**config.mk**
```make
export PLATFORM = sky130hd
export DESIGN_NAME = rt_block_seq
export DESIGN_NICKNAME = d
export VERILOG_FILES = /design/src/rtl/rt_pkg.sv /design/src/rtl/rt_shift_tracker.sv /design/src/rtl/rt_block_seq.sv
export SDC_FILE = /design/constraint.sdc
export NUM_CORES = 1
export LEC_CHECK = 0
export CORE_MARGIN = 3
export CORE_UTILIZATION = 30
export CTS_CLUSTER_SIZE = 40
export DETAILED_ROUTE_END_ITERATION = 12
export PLACE_DENSITY = 0.74
export SLEW_MARGIN = 20
export SYNTH_ARGS = -nofsm -noshare
export SYNTH_HDL_FRONTEND = slang
export SYNTH_SLANG_ARGS = --single-unit
```
**constraint.sdc**
```tcl
create_clock -name clk_i -period 2.15 [get_ports clk_i]
set_input_delay 0.43 -clock clk_i [delete_from_list [all_inputs] [get_ports clk_i]]
set_output_delay 0.43 -clock clk_i [all_outputs]
set_load 0.03 [all_outputs]
```
**src/rtl/rt_pkg.sv**
```systemverilog
// Shared types for the racetrack block sequencer: op codes, FSM states, segment geometry.
package rt_pkg;

  typedef enum logic [1:0] {
    OP_READ     = 2'b00,
    OP_WRITE    = 2'b01,
    OP_LIM_NAND = 2'b10,
    OP_LIM_NOR  = 2'b11
  } rt_op_e;

  typedef enum logic [2:0] {
    ST_IDLE    = 3'd0,
    ST_SHIFT   = 3'd1,
    ST_ACCESS  = 3'd2,
    ST_CAPTURE = 3'd3,
    ST_RESP    = 3'd4
  } rt_state_e;

  // Segment length: domains served by one access port.
  function automatic int unsigned seg_len(input int unsigned nb, input int unsigned np);
    return nb / np;
  endfunction

  function automatic int unsigned off_bits(input int unsigned l);
    return (l > 1) ? $clog2(l) : 1;
  endfunction

endpackage

```
**src/rtl/rt_shift_tracker.sv**
```systemverilog
// Shared racetrack shift offset: one step per enabled cycle toward the target, never wraps.
// Zero latency on direction/arrive flags; offset updates on the following edge.
module rt_shift_tracker #(
  parameter int unsigned OW = 2
) (
  input  logic          i_clk,
  input  logic          i_rst,
  input  logic          i_en,
  input  logic [OW-1:0] i_target,
  output logic          o_fwd,
  output logic          o_bwd,
  output logic          o_aligned,
  output logic          o_arrive
);

  localparam logic [OW-1:0] ONE = OW'(1);

  logic [OW-1:0] r_off;
  logic          w_ahead;
  logic          w_behind;

  assign w_ahead   = (i_target > r_off);
  assign w_behind  = (i_target < r_off);
  assign o_fwd     = i_en & w_ahead;
  assign o_bwd     = i_en & w_behind;
  assign o_aligned = (i_target == r_off);
  // True on the last shift step, so the FSM can move on right after it.
  assign o_arrive  = (o_fwd & ((r_off + ONE) == i_target)) |
                     (o_bwd & ((r_off - ONE) == i_target));

  always_ff @(posedge i_clk) begin
    if (i_rst) begin
      r_off <= '0;
    end else if (o_fwd) begin
      r_off <= r_off + ONE;
    end else if (o_bwd) begin
      r_off <= r_off - ONE;
    end
  end

endmodule

```
**src/rtl/rt_block_seq.sv**
```systemverilog
// Racetrack block sequencer: shift to port offset, one-cycle array access, held response.
// Logic-in-memory ops execute only when RT_LIM_EN is defined; otherwise they return an error.
module rt_block_seq
  import rt_pkg::*;
#(
  parameter int unsigned NB  = 32,
  parameter int unsigned NP  = 8,
  parameter int unsigned NR  = 4,
  parameter int unsigned NMU = 8,
  localparam int unsigned W  = NR * NMU,
  localparam int unsigned AW = $clog2(NB)
) (
  input  logic          clk_i,
  input  logic          rst_i,
  input  logic          req_valid_i,
  output logic          req_ready_o,
  input  logic [1:0]    req_op_i,
  input  logic [AW-1:0] req_addr_i,
  input  logic [W-1:0]  req_wdata_i,
  input  logic [NMU-1:0] req_umask_i,
  output logic          rsp_valid_o,
  input  logic          rsp_ready_i,
  output logic [W-1:0]  rsp_rdata_o,
  output logic          rsp_err_o,
  output logic          sft_fwd_o,
  output logic          sft_bwd_o,
  output logic [NB-1:0] word_lines_o,
  output logic          write_en_data_o,
  output logic [W-1:0]  write_data_o,
  output logic [W-1:0]  write_mask_o,
  output logic          rd_current_o,
  output logic          lim_en_o,
  output logic          nand_norn_o,
  input  logic [W-1:0]  array_rdata_i
);

  localparam int unsigned L  = seg_len(NB, NP);
  localparam int unsigned OW = off_bits(L);

`ifdef RT_LIM_EN
  localparam bit LIM_EN = 1'b1;
`else
  localparam bit LIM_EN = 1'b0;
`endif

  rt_state_e      r_state;
  rt_state_e      w_state_nxt;
  rt_op_e         r_op;
  logic [AW-1:0]  r_addr;
  logic [W-1:0]   r_wdata;
  logic [NMU-1:0] r_umask;
  logic [W-1:0]   r_rdata;
  logic           r_err;

  logic           w_accept;
  logic           w_lim_reject;
  logic           w_access;
  logic [OW-1:0]  w_in_t;
  logic [OW-1:0]  w_lat_t;
  logic [OW-1:0]  w_target;
  logic           w_fwd;
  logic           w_bwd;
  logic           w_aligned;
  logic           w_arrive;
  logic [NB-1:0]  w_wl;
  logic [W-1:0]   w_mask_full;

  assign w_accept     = req_valid_i & (r_state == ST_IDLE);
  assign w_lim_reject = req_op_i[1] & ~LIM_EN;
  assign w_access     = (r_state == ST_ACCESS);
  assign w_in_t       = OW'(32'(req_addr_i) % L);
  assign w_lat_t      = OW'(32'(r_addr) % L);
  // In IDLE the tracker compares against the incoming address to pick SHIFT vs ACCESS.
  assign w_target     = (r_state == ST_IDLE) ? w_in_t : w_lat_t;

  rt_shift_tracker #(
    .OW(OW)
  ) u_tracker (
    .i_clk     (clk_i),
    .i_rst     (rst_i),
    .i_en      (r_state == ST_SHIFT),
    .i_target  (w_target),
    .o_fwd     (w_fwd),
    .o_bwd     (w_bwd),
    .o_aligned (w_aligned),
    .o_arrive  (w_arrive)
  );

  always_comb begin
    w_state_nxt = r_state;
    unique case (r_state)
      ST_IDLE: begin
        if (w_accept) begin
          if (w_lim_reject)   w_state_nxt = ST_RESP;
          else if (w_aligned) w_state_nxt = ST_ACCESS;
          else                w_state_nxt = ST_SHIFT;
        end
      end
      ST_SHIFT:   if (w_arrive || w_aligned) w_state_nxt = ST_ACCESS;
      ST_ACCESS:  w_state_nxt = (r_op == OP_WRITE) ? ST_RESP : ST_CAPTURE;
      ST_CAPTURE: w_state_nxt = ST_RESP;
      ST_RESP:    if (rsp_ready_i) w_state_nxt = ST_IDLE;
      default:    w_state_nxt = ST_IDLE;
    endcase
  end

  always_ff @(posedge clk_i) begin
    if (rst_i) begin
      r_state <= ST_IDLE;
      r_op    <= OP_READ;
      r_addr  <= '0;
      r_wdata <= '0;
      r_umask <= '0;
      r_rdata <= '0;
      r_err   <= 1'b0;
    end else begin
      r_state <= w_state_nxt;
      if (w_accept) begin
        r_op    <= rt_op_e'(req_op_i);
        r_addr  <= req_addr_i;
        r_wdata <= req_wdata_i;
        r_umask <= req_umask_i;
        r_err   <= w_lim_reject;
        if (w_lim_reject) r_rdata <= '0;
      end
      if (r_state == ST_CAPTURE) r_rdata <= array_rdata_i;
    end
  end

  always_comb begin
    w_wl = '0;
    if (w_access) w_wl[r_addr] = 1'b1;
  end

  for (genvar u = 0; u < NMU; u++) begin : g_mask
    assign w_mask_full[u*NR +: NR] = {NR{r_umask[u]}};
  end

  assign req_ready_o     = (r_state == ST_IDLE);
  assign rsp_valid_o     = (r_state == ST_RESP);
  assign rsp_rdata_o     = r_rdata;
  assign rsp_err_o       = r_err;
  assign sft_fwd_o       = w_fwd;
  assign sft_bwd_o       = w_bwd;
  assign word_lines_o    = w_wl;
  assign write_en_data_o = w_access & (r_op == OP_WRITE);
  assign write_data_o    = r_wdata;
  assign write_mask_o    = write_en_data_o ? w_mask_full : '0;
  assign rd_current_o    = w_access & (r_op != OP_WRITE);

`ifdef RT_LIM_EN
  assign lim_en_o    = w_access & r_op[1];
  assign nand_norn_o = w_access & (r_op == OP_LIM_NAND);
`else
  assign lim_en_o    = 1'b0;
  assign nand_norn_o = 1'b0;
`endif

endmodule

```
==> results of run 1 <==
==> synthesized netlist by cell type, drive strengths merged <==
cell,count,area (um2)
a22oi,33,248
nand2,101,379
mux2,1,15.0
inv,2,7.51
o21ai,2,10.0
nor4,1,6.26
o211a,2,20.0
xnor3,1,22.5
or3b,2,17.5
ha,2,25.0
nand3b,3,22.5
or3,2,12.5
a31oi,1,6.26
conb,1,3.75
and3,1,6.26
nand2b,2,12.5
clkbuf,22,82.6
nor2b,2,12.5
nor3,4,31.3
o21bai,1,11.3
nor3b,1,7.51
nand3,1,5.00
a2111oi,1,8.76
a211oi,1,7.51
and3b,1,8.76
mux2i,1,10.0
nor2,78,293
a31o,1,8.76
buf,37,255
nand4,1,6.26
a21oi,48,240
xor2,1,8.76
dfxtp,84,1680
and2,11,68.8
xnor2,2,17.5
==> sequential cells by signal, indices dropped and copies added (netlist names) <==
name / flops
r_addr: 5
r_op: 2
r_state: 3
r_umask: 8
rsp_rdata_o: 32
u_tracker.r_off: 2
write_data_o: 32
==> logic make-up (layout without fill, tap and decap cells) <==
family | Yosys count | in the layout
simple gates | 211 | 211
compound gates | 90 | 90
flops | 84 | 84
buf+inv | 61 | 254
xor+xnor | 4 | 4
fa+ha+maj | 2 | 2
mux | 2 | 2
other cells | 1 | 2
==> report_power, final <==
part / internal (mW) / switching, mW
logic: 1.09 / 1.34
registers: 1.79 / 0.158
clock network: 0.960 / 0.587
total: 3.84 / 2.09
==> layout make-up <==
cell class	count	area (um2)	area share [%]
clock buffer	12	256	4.29
tap	143	179	2.99
multi-input combinational	311	1620	27.1
timing repair buffer	236	2190	36.6
sequential	84	1690	28.2
clock inverter	4	47.5	0.794
inverter	2	7.51	0.125
==> layer usage <==
layer	vias up	routed length, um	global-route usage, %
li1	1842	-	-
met3	18	663	3.89
met5	-	0	0
met1	1708	4380	17.8
met4	0	203	5.40
met2	127	5660	27.5
==> through the flow <==
step	hold WS (ps)	util (%)	power [mW]
finish	370	52.0	5.93
global route	371	52.0	6.29
CTS	350	51.9	5.99
detailed placement	443	49.1	4.40
global placement	438	49.1	4.34
floorplan	432	-	3.45
==> what timing repair did <==
item,CTS,global route
hold buffers,0,0
gates resized for setup,11,3
pin swaps,1,0
setup endpoints to repair,54,58
setup buffers,1,0
==> worst min-delay path by stage <==
stage | startpoint | endpoint | slack [ps]
final | rst_i | r_state[0] | 370
after global routing | rst_i | r_state[0] | 370
after CTS | rst_i | r_state[0] | 350
after detailed placement | r_umask[0] | r_umask[0] | 440
after global placement | r_umask[6] | r_umask[6] | 440
after floorplan | r_umask[0] | r_umask[0] | 430
==> run_results.csv, run 1 <==
group,metric,value,unit
timing,fin_crit,2410,ps
timing,layout_setup_ws,-263,ps
global_routing,antenna_found_initial,0,
floorplanning,start_util,31.1,%
global_routing,grt_first_pass_wirelength,16700,um
global_routing,overflow,0,
synth,yosysUniqueCellTypes,39,
final_layout,areaGrowthSynthToFinish,67.2,%
clocking,path_clk_slew,60,ps
global_routing,grt_pass1_vias,3495,
clocking,clkLatencyLatePin,320,ps
worst_setup_path,worstPathMaxFanout,4,
worst_setup_path,cp_data_required_time,1720,ps
worst_setup_path,worst-path-stages,7,
worst_setup_path,reg2reg_from,"r_state[2]",
drt,wirelength,10900,um
drt,via_per_inst,4.67,
drt,wl_per_cell,13.8,um
synth,ys_warn_count,0,
timing,setup_viol,2,
synth,synth_top_family_by_area,"simple AND/OR/NAND/NOR gates",
job,cap_violations,0,
timing,worst_pin_slew,573,ps
synth,synthMuxAreaShare,0.699,%
clocking,cts_buffers,9,
drt,drc,0,
worst_setup_path,worstPathArrival,1980,ps
worst_setup_path,cp_num_buf_inv,1,
worst_setup_path,slowest_delay,340,ps
synth,synth-compound-area-share,15.7,%
synth,synth_seq_cells,84,
floorplanning,die-area,0.0133,mm2
final_layout,antenna-diode-count,0,
floorplanning,row_count,39,
worst_setup_path,rr_worst_depth,9,
global_routing,grt_max_degree,48,
final_layout,layout_common_cells,"146 x clkdlybuf4s50_1, 98 x nand2_1, 81 x dfxtp_1",
floorplanning,dieHeight,115,um
timing,finalSetupTns,-495,ps
power,p_per_area,991,mW/mm2
place,dpl_cell_area,0.00565,mm2
hold_path,worstHoldPathType,"primary input to flip-flop",
worst_setup_path,r2r_slack,70,ps
place,dp_slack,-257,ps
timing,finalCritPeriodShare,112,%
timing,max_freq,414,MHz
synth,syn_inst,455,
timing,grt_setup_unrepaired,"yes",
drt,ant_nets,0,
worst_setup_path,r2r_end,"r_state[1]",
synth,synth-simple-area-share,24.9,%
synth,synth_fa_ha_area_share,0.699,%
drt,firstDrtPassIters,4,
clocking,cts_tree,"done",
worst_setup_path,cp_top_family,"simple AND/OR/NAND/NOR gates",
clocking,cts-root-buf,"clkbuf_16",
worst_setup_path,path_cells,"nor3_4, mux2_4, ha_4, nor2b_4, nor2_4, and2_4, buf_6",
hold_path,hold_depth,2,
clocking,clockBufferDepth,2,
final_layout,final_nets,729,
final_layout,finalNonFillerCells,792,
place,io_buffer_count,217,
synth,avgSynthCellArea,7.87,um2
timing,slew_headroom,60.8,%
synth,synthXorXnorAreaFrac,1.36,%
timing,slew_violations,0,
worst_setup_path,cp-end-kind,"output pin",
drt,drt_iter0_drc,130,
place,hpwl,8230,um
status,status,"finished, violations left",
final_layout,layout_commonest_cell,"clkdlybuf4s50_1",
floorplanning,ioPinCount,220,
power,power.leakage,2.42,nW
timing,hold_viol,0,
floorplanning,die_w,115,um
synth,seq_area_frac_synth,47.0,%
place,dp.cells,775,
floorplanning,core-area,0.0115,mm2
status,violations,"setup timing",
drt,dr_total_vias,3695,
worst_setup_path,setup.worst_path.start,"r_state[2]",
power,ir_drop,0.434,mV
final_layout,drive_above_1_share,18.6,%
timing,finalClockSkew,6.15,ps
synth,netlist_area,0.00358,mm2
worst_setup_path,path_class,"flip-flop to output pin",
clocking,cts.sinks,84,
worst_setup_path,worst_setup_path_start_kind,"flip-flop",
global_routing,grtUsageTotal,15.4,%
worst_setup_path,cp_slowest_cell,"dfxtp_2",
place,place_congestion,0.815,
worst_setup_path,endpoint,"sft_bwd_o",
final_layout,nFillCells,1075,
final_layout,finish.instance_area,0.00598,mm2
clocking,htreeDepth,3,
Power figures use the tool's default switching activity.
==> run 2, diff against run 1 <==
--- a/config.mk
+++ b/config.mk
@@ -9,6 +9,7 @@
 export CORE_UTILIZATION = 30
 export CTS_CLUSTER_SIZE = 40
 export DETAILED_ROUTE_END_ITERATION = 12
+export GPL_TIMING_DRIVEN = 0
 export PLACE_DENSITY = 0.74
 export SLEW_MARGIN = 20
 export SYNTH_ARGS = -nofsm -noshare
==> run_results.csv, run 2 (same netlist as run 1, synthesis figures left out) <==
group,metric,value,unit
power,power.leakage,2.64,nW
power,netSwitchingPower,2.20,mW
global_routing,grt_pass1_vias,3817,
worst_setup_path,path_class,"flip-flop to output pin",
timing,holdWs,456,ps
hold_path,holdPathEnd,"write_data_o[31]",
floorplanning,die_w,115,um
global_routing,antenna_found_initial,0,
worst_setup_path,rr_worst_depth,10,
final_layout,areaGrowthSynthToFinish,80.1,%
drt,wirelength,12200,um
global_routing,grtUsageTotal,17.6,%
timing,max_freq,396,MHz
status,status,"finished, violations left",
clocking,ctsHoldBuffers,0,
clocking,clkLatencyLatePin,330,ps
timing,worst_pin_slew,1010,ps
final_layout,layout_commonest_cell,"clkdlybuf4s50_1",
clocking,clockBufferDepth,2,
final_layout,fin_util,56.0,%
global_routing,grt.met3_usage,4.00,%
timing,slew_violations,0,
hold_path,hold_depth,2,
global_routing,grtUsageMet1,20.1,%
hold_path,min-delay-start,"write_data_o[31]",
worst_setup_path,worstPathMaxFanout,4,
global_routing,use_met2,31.0,%
place,dpl_cell_area,0.00598,mm2
place,dp.cells,816,
timing,slew_headroom,30.9,%
place,dp_slack,-792,ps
worst_setup_path,reg2reg_from,"r_state[2]",
timing,finalCritPeriodShare,118,%
final_layout,nFillCells,1043,
power,clock_power_share,29.5,%
place,place_congestion,0.830,
drt,ant_nets,0,
hold_path,worstHoldPathType,"flip-flop to flip-flop",
timing,layout_setup_ws,-378,ps
clocking,cts-root-buf,"clkbuf_16",
drt,firstDrtPassIters,4,
clocking,cts_buffers,9,
global_routing,busiest_layer,"met2",
timing,setup_viol,29,
floorplanning,row_count,39,
final_layout,final_nets,776,
worst_setup_path,r2r_end,"u_tracker.r_off[1]",
drt,wl_per_cell,14.6,um
global_routing,overflow,0,
timing,fin_crit,2530,ps
drt,drc,0,
power,p_int,4.10,mW
timing,grt_setup_unrepaired,"yes",
status,violations,"setup timing",
power,ir_drop,0.555,mV
final_layout,finalNonFillerCells,839,
timing,finalClockSkew,5.77,ps
power,combPwrFrac,39.7,%
worst_setup_path,cp-end-kind,"output pin",
floorplanning,die-area,0.0133,mm2
global_routing,grt_max_degree,14,
final_layout,finish.instance_area,0.00645,mm2
worst_setup_path,r2r_slack,-100,ps
worst_setup_path,worstPathArrival,2100,ps
job,cap_violations,0,
final_layout,drive_above_1_share,24.7,%
final_layout,antenna-diode-count,0,
place,io_buffer_count,217,
floorplanning,ioPinCount,220,
clocking,cts_tree,"done",
power,p_per_area,977,mW/mm2
place,hpwl,9330,um
final_layout,layout_common_cells,"147 x clkdlybuf4s50_1, 97 x nand2_1, 80 x dfxtp_1",
global_routing,grt_first_pass_wirelength,18700,um
worst_setup_path,worst_setup_path_start_kind,"flip-flop",
floorplanning,dieHeight,115,um
floorplanning,core-area,0.0115,mm2
power,pwr-share-seq,30.8,%
floorplanning,start_util,31.1,%
power,finalPower,6.30,mW
power,switching_share,34.9,%
clocking,htreeDepth,3,
clocking,path_clk_slew,60,ps
drt,dr_total_vias,3892,
clocking,cts.sinks,84,
drt,via_per_inst,4.64,
worst_setup_path,cp_data_required_time,1720,ps
timing,finalSetupTns,-1980,ps
timing,hold_viol,0,
drt,drt_iter0_drc,141,
-- run 2: changes by cell type in the layout (fill, tap and decap cells not counted), sizes merged --
cell / delta
dlymetal6s2s: -1
clkbuf: +22
clkdlybuf4s50: +1
dlygate4sd2: -2
clkinv: -2
clkinvlp: -1
buf: +26
bufinv: +2
clkdlybuf4s15: +1
nor2: +1
-- run 2: worst max-delay path, stage by stage (launching register included) --
cell and delay, ps:
dfxtp_2 330, nor3_4 300, mux2_4 360, ha_4 220
nor2b_4 130, nor2_4 140, and2_4 160, buf_6 120
-- run 2: cell type report --
class                   instances  area [um2]  share of cell area, %
repair buffers                226        2160                   33.6
inverters                       2        7.51                  0.116
clock buffers                  13         280                   4.35
plain buffers                  56         320                   4.97
multi-input cells             312        1720                   26.7
clock inverters                 3        90.1                   1.40
flip-flops and latches         84        1690                   26.2
well taps                     143         179                   2.77
-- run 2: power by group through the flow --
stage / Combinational, mW / Sequential [mW] / Clock (mW)
after floorplan: 1.24 / 2.20 / 0
after global placement: 2.29 / 1.93 / 0
after detailed placement: 2.35 / 1.94 / 0
after CTS: 2.43 / 1.92 / 1.90
after global routing: 2.72 / 1.97 / 1.95
final: 2.50 / 1.94 / 1.86
-- run 2: how the worst max path moves through the flow --
stage	slack [ps]	end	depth (start not counted)	from
floorplan	-120	sft_bwd_o	7	r_state[0]
global placement	-760	sft_bwd_o	7	req_addr_i[1]
detailed placement	-790	sft_bwd_o	7	req_addr_i[1]
CTS	-450	sft_bwd_o	8	r_state[0]
global route	-470	sft_bwd_o	7	r_state[2]
finish	-380	sft_bwd_o	7	r_state[2]
-- run 2: metal layers --
metal  wire [um]  vias to the layer above
met2        6350                      125
met4         265                        0
met1        4830                     1802
met3         795                       20
li1            -                     1945
met5           0                        -
-- run 2: what timing repair did --
action / CTS / global route
pin swaps: 15 / 8
buffers inserted: 5 / 4
setup endpoints to repair: 72 / 70
gates resized for setup: 366 / 74
cloned: 0 / 1
==> run 3, diff against run 2 <==
--- a/config.mk
+++ b/config.mk
@@ -5,13 +5,13 @@
 export SDC_FILE = /design/constraint.sdc
 export NUM_CORES = 1
 export LEC_CHECK = 0
+export ABC_CLOCK_PERIOD_IN_PS = 2150
 export CORE_MARGIN = 3
 export CORE_UTILIZATION = 30
 export CTS_CLUSTER_SIZE = 40
 export DETAILED_ROUTE_END_ITERATION = 12
 export GPL_TIMING_DRIVEN = 0
 export PLACE_DENSITY = 0.74
-export SLEW_MARGIN = 20
 export SYNTH_ARGS = -nofsm -noshare
 export SYNTH_HDL_FRONTEND = slang
 export SYNTH_SLANG_ARGS = --single-unit
==> results of run 3 <==
Same layout as run 2: the final DEF is identical, and so are final timing and power.
